File: config.mk
export PLATFORM = sky130hd
export DESIGN_NAME = divider_flat
export DESIGN_NICKNAME = d
export VERILOG_FILES = /design/src/rtl/divider_if.sv /design/src/rtl/divider.sv /design/src/flat_wrapper.sv
export SDC_FILE = /design/constraint.sdc
export NUM_CORES = 1
export LEC_CHECK = 0
export ABC_CLOCK_PERIOD_IN_PS = 6070
export CAP_MARGIN = 20
export CORE_MARGIN = 3
export CORE_UTILIZATION = 45
export DETAILED_ROUTE_END_ITERATION = 7
export GPL_TIMING_DRIVEN = 0
export HOLD_SLACK_MARGIN = 0.06
export PLACE_DENSITY = 0.66
export SLEW_MARGIN = 20
export SYNTH_ARGS = -nofsm -noshare
export SYNTH_HDL_FRONTEND = slang
export SYNTH_SLANG_ARGS = --single-unit
export TNS_END_PERCENT = 5
File: constraint.sdc
create_clock -name clk -period 6.07 [get_ports clk]
set_input_delay 1.214 -clock clk [delete_from_list [all_inputs] [get_ports clk]]
set_output_delay 1.214 -clock clk [all_outputs]
set_load 0.03 [all_outputs]
File: src/rtl/divider_if.sv
// Request/response bundle shared by the divider and the execute stage that drives it.
// Same start/done shape as the multiplier port, so both units are driven identically.
interface divider_if #(
   parameter int unsigned width = 32
);
   logic             start;
   logic             op_signed;
   logic [width-1:0] A;
   logic [width-1:0] B;
   logic [width-1:0] Q;
   logic [width-1:0] R;
   logic             done;
   logic             busy;

   modport master (
      output start, op_signed, A, B,
      input  Q, R, done, busy
   );

   modport slave (
      input  start, op_signed, A, B,
      output Q, R, done, busy
   );
endinterface

File: src/rtl/divider.sv
// Iterative radix-2 restoring divider for RV32M DIV/DIVU/REM/REMU.
// Produces quotient and remainder together, with RISC-V divide-by-zero and overflow results.
module divider #(
   parameter int unsigned width = 32
) (
   input  logic     clk,
   input  logic     rst,
   divider_if.slave bus
);
   localparam int unsigned CntW = $clog2(width);

   typedef enum logic [1:0] {StIdle, StDiv, StDone} state_e;

   state_e           state_q;
   logic             op_signed_q;
   logic             a_neg_q;
   logic             b_neg_q;
   logic             special_q;
   logic [width-1:0] dvd_q;
   logic [width-1:0] dvs_q;
   logic [width-1:0] rem_q;
   logic [width-1:0] q_q;
   logic [width-1:0] r_q;
   logic [CntW-1:0]  cnt_q;
   logic             done_q;
   logic             busy_q;

   logic             a_neg;
   logic             b_neg;
   logic             div_zero;
   logic             ovf;
   logic [width-1:0] abs_a;
   logic [width-1:0] abs_b;
   logic [width:0]   shifted;
   logic [width:0]   diff;
   logic [width-1:0] quo_nx;
   logic [width-1:0] rem_nx;
   logic [width-1:0] q_fix;
   logic [width-1:0] r_fix;

   always_comb begin
      a_neg    = bus.op_signed & bus.A[width-1];
      b_neg    = bus.op_signed & bus.B[width-1];
      abs_a    = a_neg ? -bus.A : bus.A;
      abs_b    = b_neg ? -bus.B : bus.B;
      div_zero = (bus.B == '0);
      ovf      = bus.op_signed && (bus.A == {1'b1, {(width-1){1'b0}}}) && (bus.B == '1);

      // rem < divisor always holds, so width+1 bits are enough and the MSB is the borrow
      shifted  = {rem_q, dvd_q[width-1]};
      diff     = shifted - {1'b0, dvs_q};
      quo_nx   = {dvd_q[width-2:0], ~diff[width]};
      rem_nx   = diff[width] ? shifted[width-1:0] : diff[width-1:0];

      q_fix    = (op_signed_q && (a_neg_q != b_neg_q)) ? -quo_nx : quo_nx;
      r_fix    = (op_signed_q && a_neg_q) ? -rem_nx : rem_nx;
   end

   always_ff @(posedge clk or negedge rst) begin
      if (!rst) begin
         state_q     <= StIdle;
         op_signed_q <= 1'b0;
         a_neg_q     <= 1'b0;
         b_neg_q     <= 1'b0;
         special_q   <= 1'b0;
         dvd_q       <= '0;
         dvs_q       <= '0;
         rem_q       <= '0;
         q_q         <= '0;
         r_q         <= '0;
         cnt_q       <= '0;
         done_q      <= 1'b0;
         busy_q      <= 1'b0;
      end else begin
         case (state_q)
            StIdle: begin
               if (bus.start) begin
                  op_signed_q <= bus.op_signed;
                  a_neg_q     <= a_neg;
                  b_neg_q     <= b_neg;
                  cnt_q       <= '0;
                  busy_q      <= 1'b1;
                  state_q     <= StDiv;
                  // Special results are parked in dvd/rem and copied out after one cycle
                  if (div_zero) begin
                     special_q <= 1'b1;
                     dvd_q     <= '1;
                     rem_q     <= bus.A;
                  end else if (ovf) begin
                     special_q <= 1'b1;
                     dvd_q     <= bus.A;
                     rem_q     <= '0;
                  end else begin
                     special_q <= 1'b0;
                     dvd_q     <= abs_a;
                     dvs_q     <= abs_b;
                     rem_q     <= '0;
                  end
               end
            end
            StDiv: begin
               if (special_q) begin
                  q_q     <= dvd_q;
                  r_q     <= rem_q;
                  done_q  <= 1'b1;
                  state_q <= StDone;
               end else begin
                  dvd_q <= quo_nx;
                  rem_q <= rem_nx;
                  cnt_q <= cnt_q + CntW'(1);
                  if (cnt_q == CntW'(width - 1)) begin
                     q_q     <= q_fix;
                     r_q     <= r_fix;
                     done_q  <= 1'b1;
                     state_q <= StDone;
                  end
               end
            end
            StDone: begin
               done_q  <= 1'b0;
               busy_q  <= 1'b0;
               state_q <= StIdle;
            end
            default: state_q <= StIdle;
         endcase
      end
   end

   assign bus.Q    = q_q;
   assign bus.R    = r_q;
   assign bus.done = done_q;
   assign bus.busy = busy_q;
endmodule
File: src/flat_wrapper.sv
// flat-port wrapper written by rule: the top's interface ports become plain ports
module divider_flat 
#(
   parameter int unsigned width = 32
)
  (clk, rst, bus_start, bus_op_signed, bus_A, bus_B, bus_Q, bus_R, bus_done, bus_busy);
  divider_if #(.width(width)) bus_i ();
  input  logic clk;
  input  logic rst;
  input wire logic [$bits(bus_i.start)-1:0] bus_start;
  input wire logic [$bits(bus_i.op_signed)-1:0] bus_op_signed;
  input wire logic [$bits(bus_i.A)-1:0] bus_A;
  input wire logic [$bits(bus_i.B)-1:0] bus_B;
  output wire logic [$bits(bus_i.Q)-1:0] bus_Q;
  output wire logic [$bits(bus_i.R)-1:0] bus_R;
  output wire logic [$bits(bus_i.done)-1:0] bus_done;
  output wire logic [$bits(bus_i.busy)-1:0] bus_busy;
  assign bus_i.start = bus_start;
  assign bus_i.op_signed = bus_op_signed;
  assign bus_i.A = bus_A;
  assign bus_i.B = bus_B;
  assign bus_Q = bus_i.Q;
  assign bus_R = bus_i.R;
  assign bus_done = bus_i.done;
  assign bus_busy = bus_i.busy;
  divider #(.width(width)) u_core (.clk(clk), .rst(rst), .bus(bus_i));
endmodule
==> impl_metrics.yaml <==
setup_path:
  path_cells: "inv_1 > ha_1 > inv_1 > fa_1 > a211oi_4 > o21ai_2 > o211a_1 > o31ai_1 > a21oi_1 > buf_6 > nor2_8 > inv_1 > clkbuf_8 > buf_2 > mux2i_1 > ha_2 > nand3_1 > a21oi_1 > a41o_1 > and4_1 > a31oi_1 > xnor2_1 > a221o_1"
  worstPathMaxFanout: 10
  path_class: "register to register"
  start_kind: "register"
  crit_path_end_kind: "register"
  required_ns: 6.40
  slowest_stage: "dfrtp_1"
  slowest_delay_ns: 0.56
  arrival_ns: 6.10
  cp.buffers_inverters: 6
  cp_top_family: "compound AO/OA/AOI/OAI gates"
  cpMostUsedCell: "inv_1"
floorplanning:
  fp.dieArea_mm2: 0.03143
  initial_core_util_pct: 45.88
  io_pins: 134
  rows: 62
  dieWidth_um: 177.3
  core_area_mm2: 0.02878
  fp.dieH_um: 177.3
hold_path:
  min_path_type: "register to register"
layout:
  layout.cell_area.non_filler_mm2: 0.01569
  final_cell_mix: "nand2_1, o21ai_0, dfrtp_1"
  diodes: 0
  drive_gt1_share_pct: 5.286
  final_nets: 1933
  layout_commonest_cell: "nand2_1"
  syn2layout_area_growth_pct: 18.80
  instances_no_fill: 2219
  fillers: 2787
logic_synthesis:
  netlist_area_mm2: 0.01320
  synth_flop_cell: "dfrtp_1"
  synth-seq-area-share_pct: 32.79
  synth_top_area_share_pct: 32.79
  syn-num-nets: 1777
  synthesis.instances: 1666
  ys_warn_count: 0
  synth_area_leaders: "dfrtp_1, o21ai_0, nand2_1, xnor2_1, a21oi_1"
  synth_edf_count: 0
  synth_seq_cells: 173
  synth_cell_types: 80
  async_flop_share_pct: 100.0
  synth_area_leader_cell: "dfrtp_1"
  syn_avg_cell_area_um2: 7.926
status:
  status: "finished clean"
global_route:
  grt_usage_pct: 29.23
  grt_pass1_wl_mm: 71.43
  grt_pass1_vias: 12776
  met1_usage_pct: 36.56
  grt_max_degree: 92
  grt_overflow_total: 0
  met3_usage_pct: 4.386
  antenna_found_initial: 2
  top_usage_layer: "met2"
  met2_usage_pct: 49.31
place:
  place_congestion: 0.9338
  placed_cell_area_mm2: 0.01506
  port-buffer-count: 133
  dp_cells: 2185
  dp_hpwl_mm: 36.08
drt:
  vias: 13143
  final_antenna_net_count: 0
  first_iter_violations: 1277
  post-route-drc-count: 0
  wire_per_inst_um: 20.61
  dr.pass1.iters: 8
  finalWirelength_mm: 45.73
  routed_via_density: 5.923
cts:
  cts_buffers: 17
  clkTransAtPathRegs_ns: 0.08
  root_buffer: "clkbuf_16"
  clkSinkCount: 173
  clockBufferDepth: 2
  cts_tree: "yes"
  clk_latency_ns: 0.45
  cts_max_level: 4
job:
  drv_cap: 0
sta:
  tightestPinTransition_ns: 1.203
  period_needed_ns: 5.765
  hold_viol_final: 0
  finalSetupViolations: 0
  max_freq_ghz: 0.1735
  clock_skew_ns: 0.01187
  rsz0062_at_grt: "false"
  relSlewSlack_pct: 19.79
  maxSlewViolCount: 0
  period_share_pct: 94.97
## final timing paths
check | slack (ns) | to | cells after the start | startpoint
setup / recovery | 0.31 | u_core.bus.R[26] | 23 | u_core.dvd_q[31]
hold / removal | 0.48 | u_core.bus.Q[15] | 2 | u_core.bus.Q[15]
setup reg to reg | 0.31 | u_core.bus.R[26] | 23 | u_core.dvd_q[31]
hold reg to reg | 0.48 | u_core.bus.Q[15] | 2 | u_core.bus.Q[15]
max in group asynchronous | 4.41 | u_core.dvs_q[21] | 2 | rst
min in group asynchronous | 0.73 | u_core.bus.Q[2] | 1 | rst
## Yosys cell counts (5+ instances only)
cell type,number
a211oi_1,11
a21o_1,16
a21oi_1,140
a311o_1,6
a31oi_1,42
a41oi_1,10
and2_1,8
and3_1,17
buf_6,5
clkbuf_1,76
clkbuf_8,9
dfrtp_1,173
ha_1,42
inv_1,52
mux2_2,7
mux2i_1,35
nand2_1,221
nand2b_1,6
nand3_1,20
nand4_1,19
nor2_1,144
nor2b_1,5
nor3_1,36
nor3b_1,6
nor4_1,17
o211ai_1,6
o21a_1,23
o21ai_0,208
o21bai_1,5
o22ai_1,29
o31ai_1,23
o41ai_1,8
or3_1,15
or4_1,6
xnor2_1,83
xor2_1,55
## worst register-to-register path: stages (launching register included)
cell and delay (ns):
dfrtp_1 0.56, inv_1 0.12, ha_1 0.17, inv_1 0.06, fa_1 0.47, a211oi_4 0.32, o21ai_2 0.13, o211a_1 0.29
o31ai_1 0.33, a21oi_1 0.15, buf_6 0.17, nor2_8 0.20, inv_1 0.09, clkbuf_8 0.19, buf_2 0.26, mux2i_1 0.35
ha_2 0.34, nand3_1 0.09, a21oi_1 0.18, a41o_1 0.27, and4_1 0.26, a31oi_1 0.12, xnor2_1 0.18, a221o_1 0.34
## state kept, by name, indices dropped and copies added, names as in the netlist
signal / flops
u_core.bus.busy: 1
u_core.b_neg_q: 1
u_core.bus.Q: 32
u_core.bus.done: 1
u_core.bus.R: 32
u_core.special_q: 1
u_core.op_signed_q: 1
u_core.dvs_q: 32
u_core.a_neg_q: 1
u_core.dvd_q: 32
u_core.cnt_q: 5
u_core.rem_q: 32
u_core.state_q: 2
## through the flow
step	setup TNS (ns)	util [%]	setup WS (ns)	hold slack, ns
floorplan	0	-	1.566	0.4453
global placement	-564.71	52.17	-3.287	0.4618
detailed placement	0	52.33	0.2013	0.4706
CTS	0	54.42	0.1597	0.4867
global route	0	54.50	0.05445	0.4980
finish	0	54.50	0.3052	0.4787
## area by class of cell
| cell class | instances | area, um^2 | area share (%) |
|---|---|---|---|
| Clock inverter | 14 | 162.7 | 1.037 |
| Sequential cell | 173 | 4329 | 27.60 |
| Tap cell | 384 | 480.5 | 3.063 |
| Clock buffer | 18 | 439.2 | 2.800 |
| Buffer | 100 | 519.2 | 3.310 |
| Multi-Input combinational cell | 1341 | 8177 | 52.13 |
| Inverter | 52 | 195.2 | 1.244 |
| Timing Repair Buffer | 137 | 1384 | 8.822 |
## cell families (layout without fill, tap and decap cells)
family,count (synthesis),count (layout),share of synthesized area [%]
compound gates,572,572,26.28
simple gates,546,546,18.99
flops,173,173,32.79
buf+inv,152,321,5.411
xor+xnor,138,138,9.154
fa+ha+maj,43,43,4.132
mux,42,42,3.250
## timing repair
action | 4_1_cts | 5_1_grt
hold buffers | 0 | 0
resized for setup | 0 | 3
buffers inserted | 0 | 1
endpoints found under the setup margin | 0 | 6
## layer usage
metal | vias to the layer above | part of all wire [%]
met2 | 533 | 47
met5 | - | 0.024
met1 | 6193 | 41
met3 | 103 | 6.4
li1 | 6312 | -
met4 | 2 | 5.0
Power is left out: the tool's default activity adds up to more than one toggle a clock period on the data nets, which glitch-free logic cannot reach.
